File: src/rtl/gpio_bus_if.sv
// gpio_bus_if: write-request handshake into gpio_bus_master.
// Ports: wr_valid/wr_ready handshake, wr_addr, wr_data (+ wr_word16 with GPIO_MASTER_WORD16_EN).
interface gpio_bus_if #(
  parameter int ADDR_W = 16,
  parameter int DATA_W = 8
);
`ifdef GPIO_MASTER_WORD16_EN
  localparam int WD = 2 * DATA_W;
`else
  localparam int WD = DATA_W;
`endif

  logic          wr_valid;
  logic          wr_ready;
  logic [ADDR_W-1:0] wr_addr;
  logic [WD-1:0] wr_data;
`ifdef GPIO_MASTER_WORD16_EN
  logic          wr_word16;

  modport master (
    output wr_valid, wr_addr, wr_data, wr_word16,
    input  wr_ready
  );
  modport slave (
    input  wr_valid, wr_addr, wr_data, wr_word16,
    output wr_ready
  );
`else
  modport master (
    output wr_valid, wr_addr, wr_data,
    input  wr_ready
  );
  modport slave (
    input  wr_valid, wr_addr, wr_data,
    output wr_ready
  );
`endif
endinterface

File: src/rtl/gpio_bus_master.sv
// gpio_bus_master: FIFO-buffered serialiser of register writes onto the GPIO word.
// Ports: clk, rst (sync, active-high), bus (gpio_bus_if.slave),
//   gpio_out {7'b0, w_clk, data, addr}, busy, fifo_count, done_pulse.
// Option: GPIO_MASTER_WORD16_EN adds 16-bit entries sent as low byte then high byte.
module gpio_bus_master #(
  parameter int ADDR_W          = 16,
  parameter int DATA_W          = 8,
  parameter int FIFO_DEPTH_LOG2 = 4,
  parameter int SETUP_CYC       = 2,
  parameter int HIGH_CYC        = 2,
  parameter int HOLD_CYC        = 2
) (
  input  logic                     clk,
  input  logic                     rst,
  gpio_bus_if.slave                bus,
  output logic [31:0]              gpio_out,
  output logic                     busy,
  output logic [FIFO_DEPTH_LOG2:0] fifo_count,
  output logic                     done_pulse
);
  localparam int DEPTH = 1 << FIFO_DEPTH_LOG2;
  localparam logic [FIFO_DEPTH_LOG2:0] FULL_C =
    (FIFO_DEPTH_LOG2+1)'(DEPTH);
  localparam logic [FIFO_DEPTH_LOG2:0] ONE_C =
    (FIFO_DEPTH_LOG2+1)'(1);
`ifdef GPIO_MASTER_WORD16_EN
  localparam int WD = 2 * DATA_W;
`else
  localparam int WD = DATA_W;
`endif
  localparam logic [7:0] S_LD = 8'(SETUP_CYC - 1);
  localparam logic [7:0] H_LD = 8'(HIGH_CYC - 1);
  localparam logic [7:0] D_LD = 8'(HOLD_CYC - 1);

  typedef struct packed {
    logic [ADDR_W-1:0] addr;
    logic [WD-1:0]     data;
`ifdef GPIO_MASTER_WORD16_EN
    logic              w16;
`endif
  } entry_t;

  typedef enum logic [1:0] {
    IDLE, SETUP, STROBE, HOLD
  } state_t;

  entry_t mem [DEPTH];
  entry_t in_e;
  entry_t cur;
  logic [FIFO_DEPTH_LOG2-1:0] wptr;
  logic [FIFO_DEPTH_LOG2-1:0] rptr;
  logic [FIFO_DEPTH_LOG2:0]   count;
  logic push;
  logic pop;
  logic have;
  logic last;
  logic more;
  logic w_clk;
  logic [DATA_W-1:0] dbyte;
  logic [7:0] cnt;
  logic [7:0] cnt_n;
  state_t state;
  state_t state_n;

  assign bus.wr_ready = (count != FULL_C);
  assign push = bus.wr_valid & bus.wr_ready;
  assign have = (count != '0);
  assign last = (cnt == 8'd0);
  assign fifo_count = count;
  assign busy = have | (state != IDLE);

  always_comb begin
    in_e      = '0;
    in_e.addr = bus.wr_addr;
    in_e.data = bus.wr_data;
`ifdef GPIO_MASTER_WORD16_EN
    in_e.w16  = bus.wr_word16;
`endif
  end

  always_ff @(posedge clk) begin
    if (push) mem[wptr] <= in_e;
  end

  always_ff @(posedge clk) begin
    if (rst) begin
      wptr  <= '0;
      rptr  <= '0;
      count <= '0;
    end else begin
      if (push) wptr <= wptr + 1'b1;
      if (pop)  rptr <= rptr + 1'b1;
      unique case ({push, pop})
        2'b10:   count <= count + ONE_C;
        2'b01:   count <= count - ONE_C;
        default: count <= count;
      endcase
    end
  end

`ifdef GPIO_MASTER_WORD16_EN
  // hi selects the upper byte for the second write of a 16-bit entry
  logic hi;
  always_ff @(posedge clk) begin
    if (rst) hi <= 1'b0;
    else if (pop) hi <= 1'b0;
    else if (state == HOLD && last && more) hi <= 1'b1;
  end
  assign more  = cur.w16 & ~hi;
  assign dbyte = hi ? cur.data[WD-1:DATA_W]
                    : cur.data[DATA_W-1:0];
`else
  assign more  = 1'b0;
  assign dbyte = cur.data;
`endif

  // state register and output latch
  always_ff @(posedge clk) begin
    if (rst) begin
      state <= IDLE;
      cnt   <= 8'd0;
      cur   <= '0;
    end else begin
      state <= state_n;
      cnt   <= cnt_n;
      if (pop) cur <= mem[rptr];
    end
  end

  // next state; pop always coincides with entering SETUP
  always_comb begin
    state_n = state;
    cnt_n   = cnt - 8'd1;
    pop     = 1'b0;
    unique case (state)
      IDLE: begin
        cnt_n = cnt;
        if (have) begin
          pop     = 1'b1;
          state_n = SETUP;
          cnt_n   = S_LD;
        end
      end
      SETUP: begin
        if (last) begin
          state_n = STROBE;
          cnt_n   = H_LD;
        end
      end
      STROBE: begin
        if (last) begin
          state_n = HOLD;
          cnt_n   = D_LD;
        end
      end
      HOLD: begin
        if (last) begin
          if (more) begin
            state_n = SETUP;
            cnt_n   = S_LD;
          end else if (have) begin
            pop     = 1'b1;
            state_n = SETUP;
            cnt_n   = S_LD;
          end else begin
            state_n = IDLE;
            cnt_n   = 8'd0;
          end
        end
      end
      default: begin
        state_n = IDLE;
        cnt_n   = 8'd0;
      end
    endcase
  end

  // outputs
  always_comb begin
    w_clk      = (state == STROBE);
    done_pulse = (state == HOLD) & last & ~more;
  end

  assign gpio_out = 32'({w_clk, dbyte, cur.addr});
endmodule

File: src/flat_wrapper.sv
// flat-port wrapper written by rule: the top's interface ports become plain ports
module gpio_bus_master_flat 
#(
  parameter int ADDR_W          = 16,
  parameter int DATA_W          = 8,
  parameter int FIFO_DEPTH_LOG2 = 4,
  parameter int SETUP_CYC       = 2,
  parameter int HIGH_CYC        = 2,
  parameter int HOLD_CYC        = 2
)
  (clk, rst, gpio_out, busy, fifo_count, done_pulse, bus_wr_valid, bus_wr_addr, bus_wr_data, bus_wr_ready);
  gpio_bus_if #(.ADDR_W(ADDR_W), .DATA_W(DATA_W)) bus_i ();
  input  logic clk;
  input  logic rst;
  output logic [31:0] gpio_out;
  output logic busy;
  output logic [FIFO_DEPTH_LOG2:0] fifo_count;
  output logic done_pulse;
  input wire logic [$bits(bus_i.wr_valid)-1:0] bus_wr_valid;
  input wire logic [$bits(bus_i.wr_addr)-1:0] bus_wr_addr;
  input wire logic [$bits(bus_i.wr_data)-1:0] bus_wr_data;
  output wire logic [$bits(bus_i.wr_ready)-1:0] bus_wr_ready;
  assign bus_i.wr_valid = bus_wr_valid;
  assign bus_i.wr_addr = bus_wr_addr;
  assign bus_i.wr_data = bus_wr_data;
  assign bus_wr_ready = bus_i.wr_ready;
  gpio_bus_master #(.ADDR_W(ADDR_W), .DATA_W(DATA_W), .FIFO_DEPTH_LOG2(FIFO_DEPTH_LOG2), .SETUP_CYC(SETUP_CYC), .HIGH_CYC(HIGH_CYC), .HOLD_CYC(HOLD_CYC)) u_core (.clk(clk), .rst(rst), .bus(bus_i), .gpio_out(gpio_out), .busy(busy), .fifo_count(fifo_count), .done_pulse(done_pulse));
endmodule
File: config.mk
export PLATFORM = sky130hd
export DESIGN_NAME = gpio_bus_master_flat
export DESIGN_NICKNAME = d
export VERILOG_FILES = /design/src/rtl/gpio_bus_if.sv /design/src/rtl/gpio_bus_master.sv /design/src/flat_wrapper.sv
export SDC_FILE = /design/constraint.sdc
export NUM_CORES = 1
export LEC_CHECK = 0
export CORE_ASPECT_RATIO = 0.7
export CORE_MARGIN = 4
export CORE_UTILIZATION = 35
export DETAILED_ROUTE_END_ITERATION = 8
export PLACE_DENSITY_LB_ADDON = 0.3
export SLEW_MARGIN = 10
export SYNTH_ARGS = -nofsm -noshare
export SYNTH_HDL_FRONTEND = slang
export SYNTH_SLANG_ARGS = --single-unit
File: constraint.sdc
create_clock -name clk -period 3.85 [get_ports clk]
set_clock_uncertainty 0.05 [all_clocks]
set_input_delay 0.5775 -clock clk [delete_from_list [all_inputs] [get_ports clk]]
set_output_delay 0.5775 -clock clk [all_outputs]
set_load 0.02 [all_outputs]
==> results.yml, run 1 <==
run_status:
  outcome: "completed"
drt:
  wl_microns: 36000
  via_per_inst: 5.17
  drt_iter0_drc: 607
  antenna_left: 0
  vias: 8025
  wire_per_inst_microns: 23.2
  firstDrtPassIters: 5
  route.detailed.drc: 0
power:
  cellLeakagePower_nw: 6.09
  vdd_drop_max_uv: 302
  power.density_nw_per_um2: 657
  p_total_mw: 12.7
floorplan:
  core_area_sq_um: 46700
  row_count: 66
  io_pins: 67
  start_util_pct: 35.5
  die_area_sq_um: 50900
  die_h_microns: 190
  die_w_microns: 268
global_routing:
  grt_max_degree: 34
  use_met1_pct: 22.6
  antenna_found_initial: 0
  grt_pass1_vias: 8210
  grt_use_met3_pct: 2.42
  grt_pass1_wl_microns: 54000
  grt_usage_pct: 14.2
  grtUsageMet2_pct: 20.6
  top_usage_layer: "met1"
  overflow: 0
flow_run:
  cap_violations: 0
yosys:
  yosysTopAreaCell: "edfxtp_1"
  synth_seq_cells: 431
  yosysUniqueCellTypes: 46
  synth_edf_count: 384
  syn_avg_cell_area_sq_um: 20.2
  ys_warn_count: 0
  synthArstFlopShare_pct: 0
  synth_area_leaders: "edfxtp_1 (70%), mux4_2 (13%), dfxtp_1 (5.7%)"
  netlist_instances: 821
  yosys_most_used_dff: "edfxtp_1"
  yosysSeqAreaShare_pct: 75.3
  synth_area_sq_um: 16600
  synth_top_area_share_pct: 69.6
clock_tree:
  postCtsResizedCells: 0
  numCtsBuffers: 41
  hold_buffers: 0
  cts.sinks: 431
  postCtsSetupRepairBufs: 0
  clk_transition_reported_paths_ns: 0.06
  cts_root_buffer: "clkbuf_16"
  cts_buffer_depth: 3
  cts_tree: "done"
  htree_num_levels: 2
  clock_latency_ns: 0.54
worst_setup_path:
  path_max_fanout: 5
  cp-end-kind: "register"
  worstPathRequired_ns: 4.27
  critPathArrivalTime_ns: 3.40
  crit_type: "register to register"
  crit_path_start_kind: "register"
sta:
  hold_ws_ns: 0.429
  finalWorstSetupSlack_ns: 0.865
  rsz0062_at_grt: "no"
  slew_violations: 0
  fin_crit_ns: 2.98
  worst_pin_slew_ns: 0.857
  hold_viol: 0
  fin_tns_setup_ns: 0
  finalCritPeriodShare_pct: 77.5
  fmax_mhz: 335
  setup_viol: 0
  slew_headroom_pct: 42.6
finish:
  layout_common_cells: "edfxtp_1 (384), mux4_2 (96), clkdlybuf4s50_1 (59), a22oi_1 (48), dfxtp_1 (45)"
  diodes: 0
  final_nets: 952
  layout_commonest_cell: "edfxtp_1"
  utilization_pct: 41.6
  drive_gt1_share_pct: 22.4
  area_growth_pct: 17.1
hold_path:
  min_path_type: "register to register"
place:
  io_buffers: 59
  gp_congestion: 0.717
  dp_hpwl_microns: 19900
  post-place-ws_ns: 0.694
report_power, final:
| group | switching, mW | internal [mW] | total, mW |
|---|---|---|---|
| sequential | 0.269 | 5.38 | 5.65 |
| combinational | 1.62 | 1.57 | 3.19 |
| clock | 1.66 | 2.23 | 3.89 |
| total | 3.55 | 9.19 | 12.7 |
metrics by stage:
| stage | cells | instance area [sq um] |
|---|---|---|
| 2_1_floorplan | 827 | 16600 |
| 3_3_place_gp | 1478 | 18100 |
| 3_5_place_dp | 1478 | 18100 |
| 4_1_cts | 1551 | 19400 |
| 5_1_grt | 1551 | 19400 |
| 6_report | 1551 | 19400 |
worst max-delay path, stage by stage (launching register included):
cell and delay, ns:
dfxtp_1 0.39, nor4_4 0.39, and2_1 0.33, nor3_4 0.10, ha_1 0.30, fa_1 0.44, a21o_1 0.20, a21oi_1 0.18
xor2_1 0.09, or3_1 0.31, a21oi_1 0.14
synthesized netlist by cell type (4+ instances only):
cell type,instances
edfxtp_1,384
mux4_2,96
a22oi_1,48
dfxtp_1,47
nor2_1,41
nand2_1,34
clkbuf_1,27
a22o_1,24
ha_1,15
buf_2,12
buf_4,11
xor2_1,9
inv_1,8
a21oi_1,7
xnor2_1,7
mux2i_1,4
nor3_1,4
worst paths after layout:
check	cells past startpoint	start	end	slack, ns
setup reg to reg	10	u_core.fifo_count[0]$_SDFFE_PP0P_	u_core.fifo_count[4]$_SDFFE_PP0P_	0.87
hold / removal	1	u_core.gpio_out[10]$_SDFFE_PP0P_	u_core.gpio_out[10]$_SDFFE_PP0P_	0.43
setup / recovery	10	u_core.fifo_count[0]$_SDFFE_PP0P_	u_core.fifo_count[4]$_SDFFE_PP0P_	0.87
hold reg to reg	1	u_core.gpio_out[10]$_SDFFE_PP0P_	u_core.gpio_out[10]$_SDFFE_PP0P_	0.43
cell families after synthesis:
group / count (synthesis) / share of synthesized area, %
AO/OA/AOI/OAI: 91 / 4.30
XOR/XNOR: 16 / 0.846
adder cells (fa/ha/maj): 16 / 1.25
buffers and inverters: 61 / 1.81
flip-flops: 431 / 75.3
multiplexers: 100 / 13.3
other: 1 / 0.0226
AND/OR/NAND/NOR: 105 / 3.20
state kept, by name (all words and copies together) (netlist names):
name               flops
u_core.gpio_out       16
u_core.state           2
u_core.fifo_count      5
u_core.rptr            4
u_core.cnt             8
u_core.wptr            4
u_core.mem           384
u_core.dbyte           8
routing by layer:
layer  up-vias  part of all wire (%)
met2       206                    44
met4         0                   1.6
met1      4246                    50
met3        46                   5.0
li1       3527                     -
met5         -                     0
cell type report:
class	count	area (sq um)
multi-input combinational	335	3940
sequential	431	12500
fill	4058	27300
tap	612	766
clock inverter	15	156
clock buffer	58	1120
inverter	9	33.8
timing repair buffer	91	906
Power figures use the tool's default switching activity.
==> run 2: changes to the inputs <==
- clock period: 3.85 -> 2.7 ns (I/O delays scaled with it)
==> results.yml, run 2 (synthesis gave the netlist of run 1 again) <==
clock_tree:
  cts_buffer_depth: 3
  cts.sinks: 431
  cts_tree: "done"
  htree_num_levels: 2
  clk_transition_reported_paths_ns: 0.06
  hold_buffers: 0
  cts_root_buffer: "clkbuf_16"
  numCtsBuffers: 42
  clock_latency_ns: 0.55
drt:
  firstDrtPassIters: 5
  via_per_inst: 5.17
  drt_iter0_drc: 643
  vias: 8212
  wl_microns: 37700
  wire_per_inst_microns: 23.7
  route.detailed.drc: 0
  antenna_left: 0
global_routing:
  antenna_found_initial: 2
  grt_max_degree: 48
  grt_pass1_vias: 8327
  grt_usage_pct: 14.9
  overflow: 0
  grt_pass1_wl_microns: 56300
sta:
  slew_violations: 0
  slew_headroom_pct: 40.8
  fin_crit_ns: 2.53
  hold_viol: 0
  worst_pin_slew_ns: 0.887
  finalCritPeriodShare_pct: 93.8
  fin_tns_setup_ns: 0
  fmax_mhz: 395
  setup_viol: 0
floorplan:
  die_w_microns: 268
  row_count: 66
  die_area_sq_um: 50900
  io_pins: 67
  die_h_microns: 190
  start_util_pct: 35.5
  core_area_sq_um: 46700
finish:
  layout_commonest_cell: "edfxtp_1"
  n_fill_cell: 4034
  top_register: "u_core.mem"
  largest_reg_flops: 384
  layout_common_cells: "edfxtp_1 (384), mux4_2 (96), clkdlybuf4s50_1 (57), a22oi_1 (48), buf_4 (46)"
  drive_gt1_share_pct: 26.6
  area_growth_pct: 20.6
  design_area_sq_um: 20000
  final_nets: 985
  diodes: 0
hold_path:
  min_path_cells: 1
  min_path_type: "register to register"
place:
  io_buffers: 59
  gp_congestion: 0.713
  dp_hpwl_microns: 21700
  postPlaceCellArea_sq_um: 18500
power:
  cellLeakagePower_nw: 6.37
  power.density_nw_per_um2: 955
  vdd_drop_max_uv: 397
worst_setup_path:
  worstPathRequired_ns: 2.25
  path_max_fanout: 8
  critPathArrivalTime_ns: 2.08
  crit_type: "register to output port"
  crit_path_start_kind: "register"
  cp-end-kind: "output port"
  ff2ff_path_depth: 10
run_status:
  outcome: "completed"
flow_run:
  cap_violations: 0
## run 2: changes by cell type in the layout (fill, tap and decap cells not counted), moves of 3 or more
cell	delta
buf_12	+12
clkinv_2	+4
nor3_4	+4
dfxtp_2	+3
dfxtp_1	-4
clkbuf_16	+4
buf_4	+20
nor3_2	-4
clkbuf_1	-6
## run 2: critical path, cell delays in order (launching register included)
cell           delay (ns)
dfxtp_1              0.36
nor4_4               0.30
buf_4                0.17
and3_2               0.26
inv_2                0.10
dlygate4sd2_1        0.33
## run 2: power by group
group | internal, mW | switching (mW) | total (mW) | leakage (nW)
logic | 2.55 | 2.48 | 5.03 | 1.81
clock network | 3.60 | 2.45 | 6.06 | 0.703
registers | 7.68 | 0.311 | 7.99 | 3.86
total | 13.8 | 5.25 | 19.1 | 6.37
## run 2: per-stage QoR
step	power, mW	utilization [%]	instances	setup slack, ns	hold WS (ns)
global route	20.0	42.8	1588	-0.00395	0.461
detailed placement	13.2	39.7	1507	0.00486	0.422
floorplan	11.5	-	827	0.0252	0.444
global placement	13.1	39.7	1507	-0.0298	0.415
CTS	19.3	42.8	1585	0.0824	0.438
finish	19.1	42.8	1588	0.168	0.434
## run 2: worst paths after layout
| kind | end | startpoint | slack, ns |
|---|---|---|---|
| max reg2reg | u_core.fifo_count[4]$_SDFFE_PP0P_ | u_core.cnt[5]$_SDFFE_PP0P_ | 0.17 |
| min | u_core.dbyte[1]$_SDFFE_PP0P_ | u_core.dbyte[1]$_SDFFE_PP0P_ | 0.43 |
| max | busy | u_core.fifo_count[3]$_SDFFE_PP0P_ | 0.17 |
| min reg2reg | u_core.dbyte[1]$_SDFFE_PP0P_ | u_core.dbyte[1]$_SDFFE_PP0P_ | 0.43 |
## run 2: timing repair
item | CTS | global route
resized for setup | 3 | 5
pin swaps | 0 | 2
endpoints found under the setup margin | 2 | 1
setup buffers | 0 | 3
## run 2: area by class of cell
cell class / instances / area [sq um] / area share, %
clock inverters: 22 / 236 / 1.18
clock buffers: 56 / 1200 / 5.99
inverters: 9 / 33.8 / 0.169
multi-input cells: 335 / 3970 / 19.9
repair buffers: 123 / 1290 / 6.47
flip-flops and latches: 431 / 12500 / 62.5
well taps: 612 / 766 / 3.83
## run 2: metal layers
metal	wire length [microns]	GRT usage (%)
met1	17900	22.7
met2	17000	22.4
met3	2180	2.97
met4	496	2.93
met5	34	0
==> run 3: changes to the inputs <==
==> constraint.sdc (replaced) <==
create_clock -name clk -period 2.7 [get_ports clk]
set_clock_uncertainty 0.05 [all_clocks]
set_input_delay 0.54 -clock clk [delete_from_list [all_inputs] [get_ports clk]]
set_output_delay 0.54 -clock clk [all_outputs]
set_load 0.02 [all_outputs]
==> results.yml, run 3 (synthesis gave the netlist of run 1 again) <==
run_status:
  outcome: "completed"
finish:
  largest_reg_flops: 384
  n_fill_cell: 3977
  diodes: 0
  layout_common_cells: "edfxtp_1 (384), mux4_2 (96), clkdlybuf4s50_1 (57), a22oi_1 (48)"
  top_register: "u_core.mem"
  drive_gt1_share_pct: 26.5
  utilization_pct: 42.9
  final_nets: 985
  area_growth_pct: 20.7
  stdcell_count: 1588
  layout_commonest_cell: "edfxtp_1"
place:
  io_buffers: 59
  place_inst: 1509
  dp_hpwl_microns: 21600
  gp_congestion: 0.721
  post-place-ws_ns: -0.150
power:
  cellLeakagePower_nw: 6.34
  vdd_drop_max_uv: 535
  p_total_mw: 18.9
  power.density_nw_per_um2: 943
clock_tree:
  cts_root_buffer: "clkbuf_16"
  cts.sinks: 431
  cts_tree: "done"
  clock_latency_ns: 0.55
  numCtsBuffers: 42
  htree_num_levels: 2
  hold_buffers: 0
  cts_buffer_depth: 3
  clk_transition_reported_paths_ns: 0.06
drt:
  drt_iter0_drc: 751
  firstDrtPassIters: 4
  wl_microns: 37400
  route.detailed.drc: 0
  wire_per_inst_microns: 23.5
  via_per_inst: 5.18
  antenna_left: 0
  vias: 8226
floorplan:
  core_area_sq_um: 46700
  die_w_microns: 268
  die_area_sq_um: 50900
  row_count: 66
  io_pins: 67
  start_util_pct: 35.5
  die_h_microns: 190
worst_setup_path:
  path_max_fanout: 8
  crit_path_start_kind: "register"
  rrSetupSlack_ns: 0.18
  crit_type: "register to output port"
  critPathArrivalTime_ns: 1.97
  cp-end-kind: "output port"
  worstPathRequired_ns: 2.11
sta:
  finalCritPeriodShare_pct: 95.0
  fmax_mhz: 390
  rsz0062_at_grt: "yes"
  slew_headroom_pct: 59.5
  fin_crit_ns: 2.56
  setup_viol: 0
  hold_viol: 0
  finalWorstSetupSlack_ns: 0.135
  fin_tns_setup_ns: 0
  worst_pin_slew_ns: 0.606
  slew_violations: 0
global_routing:
  grt_pass1_vias: 8466
  grt_max_degree: 62
  overflow: 0
  antenna_found_initial: 1
  grt_pass1_wl_microns: 55700
  grt_usage_pct: 14.8
flow_run:
  cap_violations: 0
hold_path:
  min_path_type: "register to register"
==> run 3: cell types whose count changed in the layout (fill, tap and decap cells not counted), moves of 2 or more <==
cell and change:
clkbuf_1 +6, buf_12 +4, buf_4 -4, clkinv_1 -4
clkbuf_16 -3, inv_6 +2
==> run 3: cell type report <==
class	instances	area (sq um)	share of cell area, %
clock buffers	58	1130	5.66
inverters	9	33.8	0.169
clock inverters	20	249	1.25
multi-input cells	335	3990	20.0
well taps	612	766	3.83
flip-flops and latches	431	12500	62.4
repair buffers	123	1350	6.73
==> run 3: routing by layer <==
metal	vias up	global-route usage, %	share of wire [%]	wire length, microns
li1	3608	-	-	-
met1	4352	21.9	47	17400
met2	213	22.7	46	17000
met3	51	2.92	5.9	2220
met4	2	3.41	1.9	693
met5	-	0	0.029	11
==> run 3: timing repair <==
action / 4_1_cts / 5_1_grt
pin swaps: 0 / 3
endpoints found under the setup margin: 2 / 2
gates resized for setup: 4 / 7
buffers inserted: 0 / 1
==> run 3: final timing paths <==
path                                          start                           endpoint  cells past startpoint
setup / recovery  u_core.fifo_count[1]$_SDFFE_PP0P_                               busy                      5
hold / removal     u_core.gpio_out[13]$_SDFFE_PP0P_   u_core.gpio_out[13]$_SDFFE_PP0P_                      1
setup reg to reg         u_core.cnt[5]$_SDFFE_PP0P_  u_core.fifo_count[4]$_SDFFE_PP0P_                     10
hold reg to reg    u_core.gpio_out[13]$_SDFFE_PP0P_   u_core.gpio_out[13]$_SDFFE_PP0P_                      1
==> run 3: through the flow <==
stage | hold slack [ns] | area (sq um)
finish | 0.428 | 20000
floorplan | 0.444 | 16600
detailed placement | 0.417 | 18600
global route | 0.455 | 20000
CTS | 0.432 | 20000
global placement | 0.415 | 18600
==> run 3: where the power goes <==
part	switching, mW	leakage (nW)	internal [mW]	total (mW)
sequential	0.249	3.85	7.68	7.93
combinational	2.52	1.82	2.50	5.02
clock	2.47	0.668	3.44	5.90
total	5.24	6.34	13.6	18.9
==> run 3: critical path, stage by stage, from the launching register on <==
cell and delay, ns:
dfxtp_2 0.36, nor4_4 0.27, buf_4 0.18, and3_4 0.24, inv_2 0.09, clkdlybuf4s15_1 0.29
